## config.mk

```make
export PLATFORM = sky130hd
export DESIGN_NAME = mdu_ctrl
export DESIGN_NICKNAME = d
export VERILOG_FILES = /design/src/rtl/mdu_ctrl_pkg.sv /design/src/rtl/mdu_ctrl_div_restoring.sv /design/src/rtl/mdu_ctrl.sv
export SDC_FILE = /design/constraint.sdc
export NUM_CORES = 2
export LEC_CHECK = 0
export ABC_AREA = 1
export BUFFER_PORTS_ARGS = -buffer_cell sky130_fd_sc_hd__buf_2
export CORE_AREA = 2 2 409 411
export DETAILED_ROUTE_END_ITERATION = 10
export DIE_AREA = 0 0 411 413
export GPL_ROUTABILITY_DRIVEN = 0
export GPL_TIMING_DRIVEN = 0
export REMOVE_ABC_BUFFERS = 1
export SYNTH_ARGS = -nofsm -noshare
export SYNTH_HDL_FRONTEND = slang
export SYNTH_HIERARCHICAL = 1
export SYNTH_SLANG_ARGS = --single-unit
```

## constraint.sdc

```tcl
create_clock -name clk -period 10.4 [get_ports clk]
set_clock_uncertainty 0.1 [all_clocks]
set_input_delay 0.52 -clock clk [delete_from_list [all_inputs] [get_ports clk]]
set_output_delay 0.52 -clock clk [all_outputs]
set_load 0.005 [all_outputs]
```

## src/rtl/mdu_ctrl_pkg.sv

```systemverilog
// Shared encodings and control constants for the multiply/divide sequencer.
package mdu_ctrl_pkg;

   typedef enum logic [1:0] {
      MDU_MULT  = 2'b00,
      MDU_MULTU = 2'b01,
      MDU_DIV   = 2'b10,
      MDU_DIVU  = 2'b11
   } mdu_op_e;

   typedef enum logic [2:0] {
      IDLE     = 3'd0,
      MUL_WAIT = 3'd1,
      DIV_RUN  = 3'd2,
      DIV_FIX  = 3'd3,
      WRITE    = 3'd4
   } mdu_state_e;

   localparam logic RST_ENABLED    = 1'b1;
   localparam logic WRITE_ENABLED  = 1'b1;
   localparam logic WRITE_DISABLED = 1'b0;
   localparam logic STOP           = 1'b1;
   localparam logic RUN            = 1'b0;

endpackage

```

## src/rtl/mdu_ctrl_div_restoring.sv

```systemverilog
// One combinational restoring-divide step: shift in a dividend bit, trial subtract.
module div_restoring
   import mdu_ctrl_pkg::*;
#(
   parameter int unsigned WIDTH = 32
) (
   input  logic [WIDTH:0]   rem_in,
   input  logic             dividend_bit,
   input  logic [WIDTH-1:0] divisor,
   output logic [WIDTH:0]   rem_out,
   output logic             quo_bit
);

   logic [WIDTH+1:0] shifted;
   logic [WIDTH:0]   diff;

   // Trial subtraction; keep the shifted remainder when the divisor does not fit.
   always_comb begin
      shifted = {rem_in, dividend_bit};
      quo_bit = (shifted >= {2'b00, divisor});
      diff    = shifted[WIDTH:0] - {1'b0, divisor};
      rem_out = quo_bit ? diff : shifted[WIDTH:0];
   end

endmodule

```

## src/rtl/mdu_ctrl.sv

```systemverilog
// Multi-cycle MULT/MULTU/DIV/DIVU sequencer with a single HI/LO write pulse.
module mdu_ctrl
   import mdu_ctrl_pkg::*;
#(
   parameter int unsigned WIDTH   = 32,
   parameter int unsigned MUL_LAT = 4
) (
   input  logic             clk,
   input  logic             rst,
   input  logic             req,
   input  logic [1:0]       req_op,
   input  logic [WIDTH-1:0] src_a,
   input  logic [WIDTH-1:0] src_b,
   input  logic             flush,
   output logic             stall,
   output logic             hi_wena,
   output logic             lo_wena,
   output logic [WIDTH-1:0] hi_wdata,
   output logic [WIDTH-1:0] lo_wdata
);

   localparam int unsigned CNT_W = ($clog2(MUL_LAT) > $clog2(WIDTH)) ?
                                   $clog2(MUL_LAT) : $clog2(WIDTH);

   mdu_state_e       state;
   mdu_op_e          op_q;
   logic [CNT_W-1:0] cnt;
   logic [WIDTH-1:0] a_q;
   logic [WIDTH-1:0] b_q;
   logic [WIDTH-1:0] dvd_q;      // dividend magnitude, becomes quotient as bits shift in
   logic [WIDTH-1:0] dvs_q;      // divisor magnitude
   logic [WIDTH:0]   rem_q;      // partial remainder
   logic             quo_neg_q;
   logic             rem_neg_q;
   logic             div_zero_q;

   mdu_op_e            req_op_e;
   logic [2*WIDTH-1:0] mul_a;
   logic [2*WIDTH-1:0] mul_b;
   logic [2*WIDTH-1:0] prod;
   logic [WIDTH:0]     step_rem;
   logic               step_quo;
   logic [WIDTH-1:0]   fix_quo;
   logic [WIDTH-1:0]   fix_rem;

   assign req_op_e = mdu_op_e'(req_op);

   // Full-width product of the latched operands, sign- or zero-extended by op.
   always_comb begin
      if (op_q == MDU_MULT) begin
         mul_a = {{WIDTH{a_q[WIDTH-1]}}, a_q};
         mul_b = {{WIDTH{b_q[WIDTH-1]}}, b_q};
      end else begin
         mul_a = {{WIDTH{1'b0}}, a_q};
         mul_b = {{WIDTH{1'b0}}, b_q};
      end
      prod = mul_a * mul_b;
   end

   div_restoring #(.WIDTH(WIDTH)) u_step (
      .rem_in       (rem_q),
      .dividend_bit (dvd_q[WIDTH-1]),
      .divisor      (dvs_q),
      .rem_out      (step_rem),
      .quo_bit      (step_quo)
   );

   // Sign correction of the magnitude result; divide-by-zero returns fixed values.
   always_comb begin
      fix_quo = quo_neg_q ? (~dvd_q + WIDTH'(1)) : dvd_q;
      fix_rem = rem_neg_q ? (~rem_q[WIDTH-1:0] + WIDTH'(1)) : rem_q[WIDTH-1:0];
      if (div_zero_q) begin
         fix_quo = '1;
         fix_rem = a_q;
      end
   end

   // Sequencer: state, counter, datapath registers and registered outputs.
   always_ff @(posedge clk) begin
      if (rst == RST_ENABLED) begin
         state      <= IDLE;
         op_q       <= MDU_MULT;
         cnt        <= '0;
         a_q        <= '0;
         b_q        <= '0;
         dvd_q      <= '0;
         dvs_q      <= '0;
         rem_q      <= '0;
         quo_neg_q  <= 1'b0;
         rem_neg_q  <= 1'b0;
         div_zero_q <= 1'b0;
         stall      <= RUN;
         hi_wena    <= WRITE_DISABLED;
         lo_wena    <= WRITE_DISABLED;
         hi_wdata   <= '0;
         lo_wdata   <= '0;
      end else begin
         hi_wena <= WRITE_DISABLED;
         lo_wena <= WRITE_DISABLED;
         case (state)
            IDLE: begin
               if (req && !flush) begin
                  op_q       <= req_op_e;
                  a_q        <= src_a;
                  b_q        <= src_b;
                  rem_q      <= '0;
                  div_zero_q <= (src_b == '0);
                  stall      <= STOP;
                  if (req_op_e == MDU_DIV) begin
                     dvd_q     <= src_a[WIDTH-1] ? (~src_a + WIDTH'(1)) : src_a;
                     dvs_q     <= src_b[WIDTH-1] ? (~src_b + WIDTH'(1)) : src_b;
                     quo_neg_q <= src_a[WIDTH-1] ^ src_b[WIDTH-1];
                     rem_neg_q <= src_a[WIDTH-1];
                  end else begin
                     dvd_q     <= src_a;
                     dvs_q     <= src_b;
                     quo_neg_q <= 1'b0;
                     rem_neg_q <= 1'b0;
                  end
                  if (req_op[1]) begin
                     state <= DIV_RUN;
                     cnt   <= CNT_W'(WIDTH - 1);
                  end else begin
                     state <= MUL_WAIT;
                     cnt   <= CNT_W'(MUL_LAT - 2);
                  end
               end
            end
            MUL_WAIT: begin
               if (flush) begin
                  state <= IDLE;
                  stall <= RUN;
               end else if (cnt == '0) begin
                  state    <= WRITE;
                  hi_wena  <= WRITE_ENABLED;
                  lo_wena  <= WRITE_ENABLED;
                  hi_wdata <= prod[2*WIDTH-1:WIDTH];
                  lo_wdata <= prod[WIDTH-1:0];
               end else begin
                  cnt <= cnt - CNT_W'(1);
               end
            end
            DIV_RUN: begin
               if (flush) begin
                  state <= IDLE;
                  stall <= RUN;
               end else begin
                  rem_q <= step_rem;
                  dvd_q <= {dvd_q[WIDTH-2:0], step_quo};
                  if (cnt == '0) begin
                     state <= DIV_FIX;
                  end else begin
                     cnt <= cnt - CNT_W'(1);
                  end
               end
            end
            DIV_FIX: begin
               if (flush) begin
                  state <= IDLE;
                  stall <= RUN;
               end else begin
                  state    <= WRITE;
                  hi_wena  <= WRITE_ENABLED;
                  lo_wena  <= WRITE_ENABLED;
                  hi_wdata <= fix_rem;
                  lo_wdata <= fix_quo;
               end
            end
            default: begin
               state <= IDLE;
               stall <= RUN;
            end
         endcase
      end
   end

endmodule

```

==> run summary <==
Synth async-reset ratio - 0
crit path time final - 10.04 ns
# H-tree levels - 1
Crit Path Class - flip-flop to flip-flop
Data required, critical path - 10.85 ns
failing checks - max-capacitance violations, max-slew violations
grt ovf - 0
setup_tns - 0 ns
core box area - 166000 um2
Final HPWL DP - 187000 um
gr usage total - 0.270
Bufs and invs on worst path - 9
Rows - 150
Final ANT Viol Nets - 0
Die Ht - 413 um
Hold EP - b_q[3]
Initial Util - 0.397
Critical-path top delay cell - fa_2
Syn Inst Count - 8746
register bit count reported by yosys - 239
final hold vios - 0
FF-to-FF End - hi_wdata[31]
Synth Cell Area - 65900 um2
unrepaired setup endpoints after global routing - false
worst hold path class - input pin to flip-flop
setup slack, reg-to-reg - 0.36 ns
crit start category - flip-flop
Die ar. - 170000 um2
final wirelength - 228000 um
DR vias/cell - 5.17
Critical Path Start - op_q[1]
switch share - 0.611
Synth top area share - 0.433
initial antenna violation count - 7
vias in the first global route - 57133
Max Cap Viol - 1
Area contributors post-synth - fa_1, inv_1, nand2_1, dfxtp_1, ha_1
most used cell, CP - inv_1
utilization after layout - 0.424
EDFF count, synth - 0
total CTS buffers - 29
DRT iter0 DRCs - 5069
Seq/Total Area, Yosys - 0.0726
Critical Path Max Stage Delay - 0.75 ns
die width - 411 um
root buffer cell - clkbuf_16
CTS tree - yes
combinational power share - 0.786
CP max FO - 46
1st-pass router iterations - 10
worst-margin pin slew - 1.52 ns
Top delay family on crit path - adder cells
CP Capture Type - flip-flop
slew margin rel. - -0.0209
largest net degree at the start of global routing - 96
max-slew violations - 2
CTS Buffer Depth - 3
fin area - 70300 um2
Crit path arrival time - 10.49 ns
first-pass GRT wire length - 346000 um
endpoints failing setup - 0
sequential power share - 0.126
VDD IR max - 251 uV
Int Power - 0.00478 W
placed cell area - 69200 um2
clk_lat worst skew - 0.63 ns
Layout Nets - 10419
clock power share - 0.088
yosys warns - 6
hold path start - src_b[3]
DRC Markers - 0
R2R cell count - 30
f_max - 99.6 MHz
PortBufs - 136
Hold Crit Depth - 3
Pwr per Cell Area - 175 nW/um2
hold_buf cts - 0
Avg Cell Area, Syn - 7.53 um2
clk slew on worst S/H paths - 0.06 ns
Area Overhead vs Synth - 6.71%
DR vias - 55829
period utilization - 0.965
share of cells above drive strength 1 - 0.0509
largest area contributor in the netlist - fa_1
Worst R2R Start - op_q[1]
WL/cell - 21.1 um
Ant. Diodes - 0
outcome - finished, violations left
Final Hold Slack - 0.0934 ns
IO Pins - 137
switching power - 0.00751 W
Synth Flop Type - dfxtp_1
leakage power figure - 40.1 nW
Distinct cells, synth - 60
CTS Sinks - 239
## registers in the layout (all words and copies together) (netlist names)
register / cells
a_q: 32
b_q: 32
cnt: 5
div_zero_q: 1
dvd_q: 32
dvs_q: 31
hi_wdata: 32
lo_wdata: 32
lo_wena: 1
op_q: 2
quo_neg_q: 1
rem_neg_q: 1
rem_q: 33
stall: 1
state: 3
## per-layer routing
layer / vias to the layer above / GRT usage / wire length (um) / share of wire
li1: 24939 / - / - / -
met1: 27701 / 0.370 / 94000 / 0.41
met2: 2692 / 0.407 / 96600 / 0.42
met3: 487 / 0.0741 / 26800 / 0.12
met4: 10 / 0.0974 / 10200 / 0.045
met5: - / 0 / 60 / 0.00026
## how the worst max path moves through the flow
| stage | depth (start not counted) | slack (ns) | end |
|---|---|---|---|
| global placement | 8 | -5.02 | dvd_q[24] |
| detailed placement | 28 | -1.39 | hi_wdata[27] |
| global route | 31 | 0.02 | hi_wdata[23] |
| CTS | 28 | 0.06 | hi_wdata[31] |
| finish | 30 | 0.36 | hi_wdata[31] |
| floorplan | 31 | 1.37 | hi_wdata[31] |
## layout by cell type, fill, tap and decap left out, types with 13 or more instances in the layout
cell type  count
a21o_1        13
xor2_1        66
a31oi_1       34
dfxtp_1      173
clkbuf_16     29
ha_1         341
xnor2_1       21
nor3_1        53
nand3b_1      21
nand2_2       14
o21ai_0      299
nand4_1       67
buf_12        56
fa_1        1421
a21oi_1      378
buf_2        135
nand3_1      227
nor2_1       403
o211ai_1      22
inv_2         20
dfxtp_2       64
a211oi_1      29
o21ai_1       14
nand2_1     1977
or2_2         14
inv_1       2533
## power groups by stage
stage	Clock, W	Combinational (W)	Sequential, W
finish	0.00108	0.00966	0.00156
global route	0.00113	0.0106	0.00157
CTS	0.00109	0.00944	0.00153
detailed placement	0	0.00938	0.00155
global placement	0	0.00868	0.00197
floorplan	0	0.00571	0.00147
## area by class of cell
class | instances | area (um2)
inverters | 2556 | 9600
clock inverters | 12 | 119
multi-input cells | 5556 | 50000
flip-flops and latches | 239 | 4870
repair buffers | 202 | 2060
clock buffers | 40 | 857
fillers | 16981 | 95600
well taps | 2204 | 2760
## metrics by stage
step                      power, W  cells  setup WS (ns)
final                       0.0123  10809          0.360
after global routing        0.0133  10809         0.0158
after CTS                   0.0121  10807         0.0567
after detailed placement    0.0109  10754          -1.39
after global placement      0.0107  10691          -5.02
after floorplan            0.00719   8351           1.37
## worst reg2reg max path, delay by kind of cell, from the launching register on
| kind | cells | cell delay, ns |
|---|---|---|
| AND/OR/NAND/NOR | 9 | 1.76 |
| buffers and inverters | 9 | 1.13 |
| flip-flops | 1 | 0.37 |
| AO/OA/AOI/OAI | 1 | 0.24 |
| adder cells (fa/ha/maj) | 11 | 6.36 |
## cell families after synthesis
logic type | after synthesis | synth area share
fa+ha+maj | 1765 | 0.497
simple gates | 2846 | 0.177
mux | 2 | 0.000304
buf+inv | 2951 | 0.169
compound gates | 855 | 0.0713
xor+xnor | 88 | 0.0117
flops | 239 | 0.0726
## Yosys cell counts, types with 5 or more instances
cell and n:
a211oi_1 29, a21boi_0 5, a21o_1 13, a21oi_1 378, a22oi_1 6, a31oi_1 34
buf_1 21, buf_2 34, clkbuf_1 336, dfxtp_1 239, fa_1 1424, ha_1 341
inv_1 2538, inv_2 18, nand2_1 1978, nand2_2 14, nand3_1 229, nand3_2 8
nand3b_1 21, nand4_1 67, nor2_1 405, nor2_2 16, nor3_1 54, nor3_2 8
nor4_1 12, o211ai_1 22, o21a_1 8, o21ai_0 302, o21ai_1 12, o21ai_2 7
o21bai_1 10, o31ai_1 6, or2_2 14, xnor2_1 22, xor2_1 66
## timing repair
action | CTS | global route
buffers inserted | 1 | 1
resized for setup | 8 | 10
pin swaps | 1 | 1
setup endpoints to repair | 21 | 9
No activity file was read; power rests on OpenSTA's default activity.
